<file path="config.mk">
export PLATFORM = sky130hd
export DESIGN_NAME = move_cmd_gen
export DESIGN_NICKNAME = d
export VERILOG_FILES = /design/src/rtl/move_cmd_gen.sv
export SDC_FILE = /design/constraint.sdc
export NUM_CORES = 1
export LEC_CHECK = 0
export BUFFER_PORTS_ARGS = -buffer_cell sky130_fd_sc_hd__buf_2
export CAP_MARGIN = 20
export CELL_PAD_IN_SITES_DETAIL_PLACEMENT = 0
export CELL_PAD_IN_SITES_GLOBAL_PLACEMENT = 1
export CORE_AREA = 10 10 174 176
export DETAILED_ROUTE_END_ITERATION = 12
export DIE_AREA = 0 0 184 186
export PLACE_DENSITY_LB_ADDON = 0.1
export SYNTH_ARGS = -nofsm -noshare
export SYNTH_HDL_FRONTEND = slang
export SYNTH_SLANG_ARGS = --single-unit
</file>
<file path="constraint.sdc">
create_clock -name clk -period 1.7 [get_ports clk]
set_input_delay 0.17 -clock clk [delete_from_list [all_inputs] [get_ports clk]]
set_output_delay 0.17 -clock clk [all_outputs]
set_load 0.05 [all_outputs]
</file>
<file path="src/rtl/move_cmd_gen.sv">
// move_cmd_gen: synchronise, debounce and edge-detect the five board buttons into
// move strobes, a pause level and a reset_player pulse. Optional macro: AUTO_REPEAT_EN.
module move_cmd_gen #(
    parameter int DEBOUNCE_CYCLES = 500000,
    parameter int HOLD_CYCLES     = 100000000,
    parameter int REPEAT_DELAY    = 50000000,
    parameter int REPEAT_PERIOD   = 25000000
) (
    input  logic clk,
    input  logic rst_n,
    input  logic btn_up,
    input  logic btn_left,
    input  logic btn_right,
    input  logic btn_down,
    input  logic btn_center,
    output logic up,
    output logic left,
    output logic right,
    output logic down,
    output logic pause,
    output logic reset_player
);

    localparam int MAX_A = (DEBOUNCE_CYCLES > HOLD_CYCLES) ? DEBOUNCE_CYCLES : HOLD_CYCLES;
    localparam int MAX_B = (REPEAT_DELAY > REPEAT_PERIOD) ? REPEAT_DELAY : REPEAT_PERIOD;
    localparam int MAX_P = (MAX_A > MAX_B) ? MAX_A : MAX_B;
    localparam int CW    = $clog2(MAX_P + 1);

    typedef logic [CW-1:0] cnt_t;

    localparam cnt_t DEB_LAST  = cnt_t'(DEBOUNCE_CYCLES - 1);
    localparam cnt_t HOLD_LAST = cnt_t'(HOLD_CYCLES - 1);
    localparam cnt_t CNT_ONE   = cnt_t'(1);

    // Button bit order: 0 up, 1 left, 2 right, 3 down, 4 centre (bit 0 wins priority).
    localparam int B_CENTER = 4;

    typedef enum logic [1:0] {
        C_IDLE,
        C_PRESSED,
        C_LONG
    } c_state_t;

    logic [4:0] btn_raw;
    logic [4:0] sync1_q, sync2_q;
    logic [4:0] deb_q, deb_d, deb_prev_q;
    cnt_t       deb_cnt_q [5];
    cnt_t       deb_cnt_d [5];

    c_state_t   c_state_q, c_state_d;
    cnt_t       hold_cnt_q, hold_cnt_d;
    logic       pause_q, pause_d;
    logic       reset_player_q, reset_player_d;
    logic       c_rise;

    logic [3:0] dir_edge, rep_req, dir_sel_d, dir_q;

    function automatic logic [3:0] pick_first(input logic [3:0] v);
        return v & (~v + 4'd1);
    endfunction

    assign btn_raw = {btn_center, btn_down, btn_right, btn_left, btn_up};

    always_comb begin
        // NOTE: every combinational output gets a default first so no path leaves it unassigned (no latch).
        deb_d = deb_q;
        for (int i = 0; i < 5; i++) begin
            deb_cnt_d[i] = '0;
            if (sync2_q[i] != deb_q[i]) begin
                if (deb_cnt_q[i] == DEB_LAST) begin
                    deb_d[i] = sync2_q[i];
                end else begin
                    deb_cnt_d[i] = deb_cnt_q[i] + CNT_ONE;
                end
            end
        end
    end

    always_ff @(posedge clk or negedge rst_n) begin
        if (!rst_n) begin
            sync1_q    <= '0;
            sync2_q    <= '0;
            deb_q      <= '0;
            deb_prev_q <= '0;
            // NOTE: the counter array is cleared explicitly; a held button must restart its debounce after reset.
            for (int i = 0; i < 5; i++) begin
                deb_cnt_q[i] <= '0;
            end
        end else begin
            // NOTE: non-blocking assignments so every flop samples the pre-edge value of its source.
            sync1_q    <= btn_raw;
            sync2_q    <= sync1_q;
            deb_q      <= deb_d;
            deb_prev_q <= deb_q;
            for (int i = 0; i < 5; i++) begin
                deb_cnt_q[i] <= deb_cnt_d[i];
            end
        end
    end

    assign c_rise = deb_q[B_CENTER] & ~deb_prev_q[B_CENTER];

    always_comb begin
        c_state_d      = c_state_q;
        hold_cnt_d     = hold_cnt_q;
        pause_d        = pause_q;
        reset_player_d = 1'b0;
        unique case (c_state_q)
            C_IDLE: begin
                if (c_rise) begin
                    c_state_d  = C_PRESSED;
                    hold_cnt_d = '0;
                end
            end
            C_PRESSED: begin
                if (!deb_q[B_CENTER]) begin
                    pause_d   = ~pause_q;
                    c_state_d = C_IDLE;
                end else if (hold_cnt_q == HOLD_LAST) begin
                    reset_player_d = 1'b1;
                    pause_d        = 1'b0;
                    c_state_d      = C_LONG;
                end else begin
                    hold_cnt_d = hold_cnt_q + CNT_ONE;
                end
            end
            C_LONG: begin
                if (!deb_q[B_CENTER]) begin
                    c_state_d = C_IDLE;
                end
            end
            default: c_state_d = C_IDLE;
        endcase
    end

    // Suppression uses the registered pause, so a same-cycle force-to-0 cannot release a strobe.
    assign dir_edge  = deb_q[3:0] & ~deb_prev_q[3:0];
    assign dir_sel_d = pause_q ? 4'b0 : pick_first(dir_edge | rep_req);

`ifdef AUTO_REPEAT_EN
    localparam cnt_t DELAY_LAST  = cnt_t'(REPEAT_DELAY - 1);
    localparam cnt_t PERIOD_LAST = cnt_t'(REPEAT_PERIOD - 1);

    logic [3:0] top_held, rep_dir_q, rep_dir_d;
    logic       rep_first_q, rep_first_d, rep_fire;
    cnt_t       rep_cnt_q, rep_cnt_d;

    // Only the highest-priority held direction owns the repeat timer.
    assign top_held = pick_first(deb_q[3:0]);
    assign rep_fire = (rep_dir_q != 4'b0) && (rep_dir_q == top_held) &&
                      (rep_cnt_q == (rep_first_q ? DELAY_LAST : PERIOD_LAST));
    assign rep_req  = rep_fire ? rep_dir_q : 4'b0;

    always_comb begin
        rep_dir_d   = rep_dir_q;
        rep_first_d = rep_first_q;
        rep_cnt_d   = rep_cnt_q + CNT_ONE;
        if (pause_q || rep_dir_q == 4'b0 || rep_dir_q != top_held) begin
            rep_dir_d   = 4'b0;
            rep_first_d = 1'b1;
            rep_cnt_d   = '0;
        end
        if (dir_sel_d != 4'b0 && dir_sel_d == top_held) begin
            rep_dir_d   = dir_sel_d;
            rep_first_d = ~rep_fire;
            rep_cnt_d   = '0;
        end
    end

    always_ff @(posedge clk or negedge rst_n) begin
        if (!rst_n) begin
            rep_dir_q   <= 4'b0;
            rep_first_q <= 1'b1;
            rep_cnt_q   <= '0;
        end else begin
            rep_dir_q   <= rep_dir_d;
            rep_first_q <= rep_first_d;
            rep_cnt_q   <= rep_cnt_d;
        end
    end
`else
    assign rep_req = 4'b0;
`endif

    always_ff @(posedge clk or negedge rst_n) begin
        if (!rst_n) begin
            c_state_q      <= C_IDLE;
            hold_cnt_q     <= '0;
            pause_q        <= 1'b0;
            reset_player_q <= 1'b0;
            dir_q          <= 4'b0;
        end else begin
            c_state_q      <= c_state_d;
            hold_cnt_q     <= hold_cnt_d;
            pause_q        <= pause_d;
            reset_player_q <= reset_player_d;
            dir_q          <= dir_sel_d;
        end
    end

    assign up           = dir_q[0];
    assign left         = dir_q[1];
    assign right        = dir_q[2];
    assign down         = dir_q[3];
    assign pause        = pause_q;
    assign reset_player = reset_player_q;

endmodule

</file>
# Word-level counts from Yosys, hierarchy flattened
# Index checks and enable logic that the tools add are counted.
totals:
  reg_bits: 190
  latchBits: 0
  ramBits: 0
  mem_bits_ro: 0
  inputBits: 7
  output_inout_bits: 6
  n_memories: 0
op_classes:
  addsub: 7
  mul: 0
  div_mod_pow: 0
  n_lt_le_gt_ge: 0
  eq_ne: 19
  n_shift: 0
  mux: 25
  bitwise_logic: 7
  n_reduce_logical: 10
op_table:
  columns: ["op", "count"]
  rows:
  - ["2-to-1 mux 27 bit", 13]
  - ["adder 27 x 1 -> 27 bit, second input constant", 6]
  - ["== test 27 x 19 -> 1 bit, second input constant", 5]
  - ["case mux 27 bit (2 select lines)", 1]
  - ["== test 27 bit, second input constant", 1]
  - ["AND reduction 2 bit", 6]
  - ["AND 4 bit", 2]
  - ["2-to-1 mux 2 bit", 4]
  - ["inequality test 2 bit, second input constant", 4]
  - ["inverter 4 bit", 2]
  - ["case mux 2 bit (3 select lines)", 1]
  - ["2-to-1 mux 1 bit", 5]
  - ["inequality test 1 bit", 5]
  - ["adder 4 x 1 -> 4 bit, second input constant", 1]
  - ["2-to-1 mux 4 bit", 1]
  - ["AND reduction 4 bit", 1]
  - ["inequality test 3 bit, second input constant", 1]
  - ["AND reduction 3 bit", 1]
  - ["== test 2 x 1 -> 1 bit, second input constant", 1]
  - ["== test 2 bit, second input constant", 1]
  - ["logical NOT 2 bit", 1]
  - ["inequality test 2 x 1 -> 1 bit, second input constant", 1]
  - ["inverter 1 bit", 2]
  - ["nonzero test 2 bit", 1]
  - ["AND 1 bit", 1]

# Depth between registers and ports, before layout
# Gate-level depths: netlist (run 1).
logic_depth:
  depth_word: 6
  mapped_depth: 8
  depth_no_buf: 6

# Worst setup path after synthesis (run 1)
# OpenSTA, ideal clock, no wires.
synth_timing:
  kind: "register to register"
  start: "reg hold_cnt_q[12]"
  end: "reg hold_cnt_q[4]"
  setup_ns: 0.121
  arrival_ns: 1.803
  path_slack_ns: -0.224
  path_stages_with_launch: 8
  path_buffers: 3
  period_less_slack_ns: 1.924
  path_cell_list: "dfrtp_1 > buf_6 > or4_4 > nor4_4 > a31oi_2 > buf_6 > buf_6 > a22o_1"
synth_via:
  elab_chain_len: 3
synth_lines:
  columns: ["item", "line_no", "text"]
  rows:
  - ["start: declaration", "51", "cnt_t hold_cnt_q, hold_cnt_d;"]
  - ["start signal: assignment", "194", "hold_cnt_q <= hold_cnt_d;"]
  - ["== test 27 bit", "119", "end else if (hold_cnt_q == HOLD_LAST) begin"]
  - ["inequality test 2 bit (no source line)", null, null]
  - ["AND reduction 4 bit (no source line)", null, null]
# No other way between the ends.
# A chain may end at the register's enable or synchronous reset.

# Final worst setup path (run 1)
layout_timing:
  start: "reg hold_cnt_q[19]"
  end: "reg hold_cnt_q[4]"
# Same word-level chain as after synthesis.

==> results of run 1 <==
-- placed cells by master (no fill, tap or decap), types with 6 or more instances in the layout --
cell type,Yosys,layout
nand3_1,60,55
o21ai_1,1,18
xor2_2,0,11
a21oi_1,13,10
nor4_2,3,12
buf_6,4,13
inv_1,19,19
clkbuf_16,0,21
nor2_1,169,65
o21ai_0,26,8
nand2_1,56,56
and4_1,10,7
nor3_1,18,15
nor2_4,0,64
and2_1,10,10
dlygate4sd3_1,0,6
nor4b_2,0,6
buf_4,1,182
xor2_1,86,75
xnor2_1,42,37
nand2b_1,7,6
a31oi_1,18,18
nor4_4,1,7
dfrtp_1,190,190
buf_2,17,11
buf_12,0,13
nor2_2,0,40
and3_1,26,25
nor4_1,21,6
nand4_1,64,64
-- worst min path at each step --
stage,start,endpoint,slack [ns],cells after the start
floorplan,rst_n,c_state_q[0],-0.13,0
detailed placement,rst_n,hold_cnt_q[24],0.15,1
CTS,rst_n,hold_cnt_q[24],0.26,2
global placement,rst_n,hold_cnt_q[24],0.15,1
global route,rst_n,hold_cnt_q[24],0.28,2
finish,rst_n,hold_cnt_q[24],0.25,2
-- logic make-up (layout without fill, tap and decap cells) --
group | Yosys count | after routing
compound gates | 72 | 72
xor+xnor | 128 | 128
fa+ha+maj | 6 | 6
buf+inv | 51 | 286
flops | 190 | 190
mux | 7 | 7
simple gates | 488 | 488
-- state kept, by name, summed over array words and instances (netlist names) --
| name | cells |
|---|---|
| pause | 1 |
| sync1_q | 5 |
| deb_q | 5 |
| dir_q | 4 |
| c_state_q | 2 |
| sync2_q | 5 |
| deb_cnt_q | 135 |
| hold_cnt_q | 27 |
| deb_prev_q | 5 |
| reset_player | 1 |
-- layout make-up --
class | count | area (um^2) | area share
repair buffers | 235 | 2130 | 0.161
clock inverters | 14 | 129 | 0.00974
flip-flops and latches | 190 | 4750 | 0.359
inverters | 20 | 80.1 | 0.00605
multi-input cells | 701 | 5290 | 0.400
well taps | 341 | 427 | 0.0323
clock buffers | 17 | 425 | 0.0322
-- power by group --
part	total (mW)	switching, mW	internal, mW
Combinational	0.515	0.291	0.224
Clock	3.85	1.92	1.93
Sequential	4.58	0.0245	4.56
-- synth_stat cells (3+ instances only) --
cell type / count
dfrtp_1: 190
or2_2: 6
o21ai_0: 26
nor2_1: 169
o31ai_1: 4
buf_2: 17
nor4_1: 21
or3_1: 3
a31oi_1: 18
a21oi_1: 13
xnor2_1: 42
and2_1: 10
clkbuf_1: 9
nor4_2: 3
buf_6: 4
nor2b_1: 8
xor2_1: 86
or2b_1: 3
nor4b_1: 10
ha_1: 6
nand2_1: 56
a41oi_1: 3
nand2b_1: 7
and3_1: 26
nand4_1: 64
nor3_1: 18
mux2_2: 5
nand3_1: 60
inv_1: 19
and4_1: 10
-- metal layers --
metal | vias to the layer above | wire (um) | track usage
met5 | - | 0 | 0
met4 | 0 | 206 | 0.0347
met3 | 17 | 410 | 0.0214
met2 | 60 | 10600 | 0.216
met1 | 3620 | 11100 | 0.184
li1 | 3730 | - | -
-- what timing repair did --
item | in CTS | in global routing
hold buffers | 6 | 0
pin swaps | 52 | 65
endpoints found under the setup margin | 165 | 166
setup buffers | 14 | 10
gates cloned | 6 | 4
gates resized for setup | 80 | 201
hold endpoints to repair | 43 | 0
==> impl_metrics.py, run 1 <==
metrics = {
    "place": {
        "dpl.cell_count": 1453,
        "place_congestion": 0.772,
        "dpl.hpwl_um": 14900,
        "dpl_cell_area_mm2": 0.0112,
        "io_buffers": 12,
        "place_worst_setup_slack_ns": -0.216,
    },
    "grt": {
        "antenna_found_initial": 0,
        "grt_max_degree": 47,
        "grt_usage": 0.134,
        "gr-total-overflow": 0,
        "grt_pass1_vias": 7475,
        "grt_pass1_wl_um": 37500,
    },
    "yosys": {
        "async_flop_share": 1.00,
        "synthesis.area_mm2": 0.00922,
        "synth_top_area_frac": 0.516,
        "avgSynthCellArea_um2": 9.79,
        "ys_types": 48,
        "ys_seq_area_frac": 0.516,
        "synth_compound_area_frac": 0.0475,
        "synthSimpleGateAreaFrac": 0.272,
        "synth_top_family_by_area": "simple AND/OR/NAND/NOR gates",
        "synth-edff-count": 0,
        "yosys-mux-area-fraction": 0.00828,
        "synth-adder-area-share": 0.00814,
        "synthCells": 942,
        "yosysWarnings": 0,
        "synth-xor-area-share": 0.122,
        "syn_nets": 955,
        "yosys_most_used_dff": "dfrtp_1",
        "synth_area_leaders": "dfrtp_1 (52%), xor2_1 (8.2%), nor2_1 (6.9%)",
        "ys_ff_latch": 190,
        "yosysTopAreaCell": "dfrtp_1",
    },
    "drt": {
        "via_per_inst": 4.89,
        "wirelength_um": 22400,
        "routedWlPerCell_um": 14.7,
        "drc": 0,
        "drt_iter0_drc": 315,
        "drt-pass1-iter-count": 4,
        "vias": 7427,
        "ant_nets": 0,
    },
    "pwr": {
        "power_density_mw_per_mm2": 677,
        "p_leak_nw": 5.54,
        "power_mw": 8.95,
        "max-vdd-ir-drop_v": 0.000653,
    },
    "layout": {
        "fin_util": 0.495,
        "nFillCells": 2511,
        "diodes": 0,
        "layout.nets": 1178,
        "layout.cells.non_filler": 1518,
        "design_area_mm2": 0.0132,
        "areaGrowthSynthToFinish_pct": 43.4,
        "drive_above_1_share": 0.383,
    },
    "clocking": {
        "clkLatencyLatePin_ns": 0.43,
        "root_buffer": "clkbuf_16",
        "htree_levels": 4,
        "cts_tree": "yes",
        "cts.clk_slew.worst_paths_ns": 0.08,
        "cts_buffer_depth": 2,
        "cts.sinks": 190,
        "numCtsBuffers": 17,
    },
    "critical_path": {
        "r2r-start": "hold_cnt_q[19]",
        "path_buf_inv": 1,
        "crit_required_ns": 2.07,
        "path_max_fanout": 13,
        "crit_path_end": "hold_cnt_q[4]",
        "reg2reg_depth": 6,
        "r2r_slack_ns": -0.20,
        "startpoint": "hold_cnt_q[19]",
        "worst_setup_path_end_kind": "flop",
        "arrival_ns": 2.28,
        "critical_path_depth": 6,
        "crit_slowest_cell": "or4_4",
        "startpoint_type": "flop",
        "r2r-end": "hold_cnt_q[4]",
        "worstPathCellList": "or4_4 > nor4_4 > a41o_2 > buf_12 > a21o_1 > a22o_1",
        "crit_family": "simple AND/OR/NAND/NOR gates",
        "cpPeakStageDelay_ns": 0.54,
        "crit_type": "flop to flop",
    },
    "die": {
        "die_y_um": 186,
        "dieArea_mm2": 0.0342,
        "io_pins": 13,
        "start_util": 0.345,
        "dieWidth_um": 184,
        "num_rows": 60,
        "core-area_mm2": 0.0267,
    },
    "sta": {
        "setup_slack_ns": -0.204,
        "whs_ns": 0.252,
        "fin_tns_setup_ns": -11.34,
        "fmax_mhz": 525,
        "slew_headroom": 0.687,
        "period_minus_slack_ns": 1.90,
        "rsz0062_at_grt": "yes",
        "slew_violations": 0,
        "tightestPinTransition_ns": 0.463,
        "setup_viol": 133,
        "post-route-period-util": 1.12,
        "final_hold_viol_count": 0,
        "skew_ns": 0.0125,
    },
    "status": {
        "violations": "negative setup slack",
        "status": "complete, but fails checks",
    },
    "min_path": {
        "hold_path_class": "primary input to async pin",
    },
    "run": {
        "max_cap_violations": 0,
    },
}
No activity file was read; power rests on OpenSTA's default activity.
==> inputs of run 2 (changes only) <==
--- a/config.mk
+++ b/config.mk
@@ -9,9 +9,9 @@
 export CAP_MARGIN = 20
 export CELL_PAD_IN_SITES_DETAIL_PLACEMENT = 0
 export CELL_PAD_IN_SITES_GLOBAL_PLACEMENT = 1
-export CORE_AREA = 10 10 174 176
+export CORE_AREA = 2 2 166 168
 export DETAILED_ROUTE_END_ITERATION = 12
-export DIE_AREA = 0 0 184 186
+export DIE_AREA = 0 0 168 170
 export PLACE_DENSITY_LB_ADDON = 0.1
 export SYNTH_ARGS = -nofsm -noshare
 export SYNTH_HDL_FRONTEND = slang
==> run 2 against run 1 <==
Against the previous run: the flow still finishes with violations (negative setup slack); combinational power increased by 15%; first-iteration DRC count decreased by 7.0%; sequential cell count unchanged; critical endpoint unchanged; non-clock buffer count increased by 13; core utilization increased by 2.3 points; total power increased by 6.4%; sequential share of layout area decreased by 1.5 points.
==> impl_metrics.py, run 2 (synthesis results as in run 1) <==
metrics = {
    "status": {
        "status": "complete, but fails checks",
        "violations": "negative setup slack",
    },
    "place": {
        "io_buffers": 12,
        "place_congestion": 0.748,
        "dpl.hpwl_um": 14500,
    },
    "sta": {
        "fmax_mhz": 521,
        "tightestPinTransition_ns": 0.498,
        "final_hold_viol_count": 0,
        "rsz0062_at_grt": "yes",
        "skew_ns": 0.0166,
        "setup_slack_ns": -0.218,
        "slew_headroom": 0.668,
        "fin_tns_setup_ns": -13.97,
        "post-route-period-util": 1.13,
        "setup_viol": 160,
        "period_minus_slack_ns": 1.92,
        "slew_violations": 0,
    },
    "die": {
        "dieArea_mm2": 0.0286,
        "die_y_um": 170,
        "io_pins": 13,
        "dieWidth_um": 168,
        "core-area_mm2": 0.0267,
        "num_rows": 60,
        "start_util": 0.346,
    },
    "grt": {
        "grt_use_met3": 0.0314,
        "antenna_found_initial": 0,
        "top_usage_layer": "met2",
        "grtUsageMet2": 0.269,
        "grt_usage": 0.162,
        "gr-usage-met1": 0.221,
        "grt_max_degree": 52,
        "grt_pass1_wl_um": 37600,
        "gr-total-overflow": 0,
        "grt_pass1_vias": 7502,
    },
    "layout": {
        "fin_util": 0.518,
        "areaGrowthSynthToFinish_pct": 49.6,
        "largest_registers": "deb_cnt_q x135, hold_cnt_q x27",
        "multiInputGateArea_mm2": 0.00560,
        "most-common-layout-cells": "dfrtp_1 (189), buf_4 (189), nor2_4 (104)",
        "register_area_mm2": 0.00476,
        "drive_above_1_share": 0.408,
        "largest_reg_flops": 135,
        "diodes": 0,
        "regMostFlops": "deb_cnt_q",
        "layout.nets": 1191,
        "nFillCells": 2437,
    },
    "critical_path": {
        "startpoint_type": "flop",
        "crit_family": "simple AND/OR/NAND/NOR gates",
        "crit_type": "flop to flop",
        "worstPathCellList": "or4_4 > nor4_4 > a31oi_2 > buf_6 > a21o_1 > a22o_1",
        "path_buf_inv": 1,
        "worst_setup_path_end_kind": "flop",
        "crit_slowest_cell": "or4_4",
        "arrival_ns": 2.23,
        "cpPeakStageDelay_ns": 0.54,
        "crit_required_ns": 2.01,
        "path_max_fanout": 9,
    },
    "clocking": {
        "clkLatencyLatePin_ns": 0.43,
        "htree_levels": 4,
        "cts.sinks": 190,
        "root_buffer": "clkbuf_16",
        "cts_tree": "yes",
        "cts.clk_slew.worst_paths_ns": 0.08,
        "numCtsBuffers": 17,
        "cts_buffer_depth": 2,
    },
    "drt": {
        "vias": 7554,
        "drc": 0,
        "ant_nets": 0,
        "wirelength_um": 23200,
        "via_per_inst": 4.93,
        "routedWlPerCell_um": 15.2,
        "drt_iter0_drc": 293,
        "drt-pass1-iter-count": 4,
    },
    "pwr": {
        "power_density_mw_per_mm2": 690,
        "p_leak_nw": 5.79,
        "max-vdd-ir-drop_v": 0.000604,
    },
    "min_path": {
        "hold_path_class": "primary input to async pin",
    },
    "run": {
        "max_cap_violations": 0,
    },
}
==> run 2: cell count changes in the layout (fill, tap and decap cells not counted), moves of 7 or more <==
cell    previous run  this run
nor2_1            65        43
buf_4            182       189
nor2_4            64       104
nor2_2            40        22
==> run 2: repair_timing <==
item,CTS,global route
resized for setup,50,307
endpoints found under the hold margin,50,0
gates cloned,6,8
hold buffers,6,0
endpoints found under the setup margin,166,167
pin swaps,18,138
setup buffers,16,14
==> run 2: per-stage QoR <==
| step | cells | power, mW | hold slack [ns] | worst slack, ns | cell area [um^2] |
|---|---|---|---|---|---|
| finish | 1531 | 9.52 | 0.276 | -0.218 | 13800 |
| global route | 1531 | 9.89 | 0.296 | -0.305 | 13800 |
| CTS | 1514 | 9.50 | 0.288 | -0.215 | 12400 |
| detailed placement | 1456 | 5.01 | 0.195 | -0.220 | 11200 |
| global placement | 1456 | 5.01 | 0.188 | -0.240 | 11200 |
| floorplan | 942 | 4.79 | -0.126 | -0.222 | 9320 |
==> run 2: cell type report <==
cell class / instances / share of cell area
Tap cell: 341 / 0.0309
Clock inverter: 12 / 0.0133
Multi-Input combinational cell: 701 / 0.406
Timing Repair Buffer: 248 / 0.168
Sequential cell: 190 / 0.345
Inverter: 20 / 0.00562
Clock buffer: 19 / 0.0321
==> run 2: worst paths after layout <==
path	depth (start not counted)	slack [ns]	end	startpoint
worst max register to register	6	-0.22	hold_cnt_q[4]	hold_cnt_q[19]
worst max-delay path	6	-0.22	hold_cnt_q[4]	hold_cnt_q[19]
min in group clk	0	0.35	sync2_q[1]	sync1_q[1]
worst min-delay path	2	0.28	hold_cnt_q[23]	rst_n
worst min register to register	0	0.35	sync2_q[1]	sync1_q[1]
max in group asynchronous	3	0.82	deb_cnt_q[118]	rst_n
==> run 2: layer usage <==
metal,up-vias,share of wire,wire length (um)
met1,3736,0.47,11000
met5,-,0,0
met2,47,0.50,11700
met4,0,0.0079,183
li1,3762,-,-
met3,9,0.016,375
==> run 2: report_power, final <==
group	switching, mW	internal, mW	total [mW]
sequential	0.0255	4.56	4.58
combinational	0.335	0.259	0.594
clock	1.83	2.52	4.34
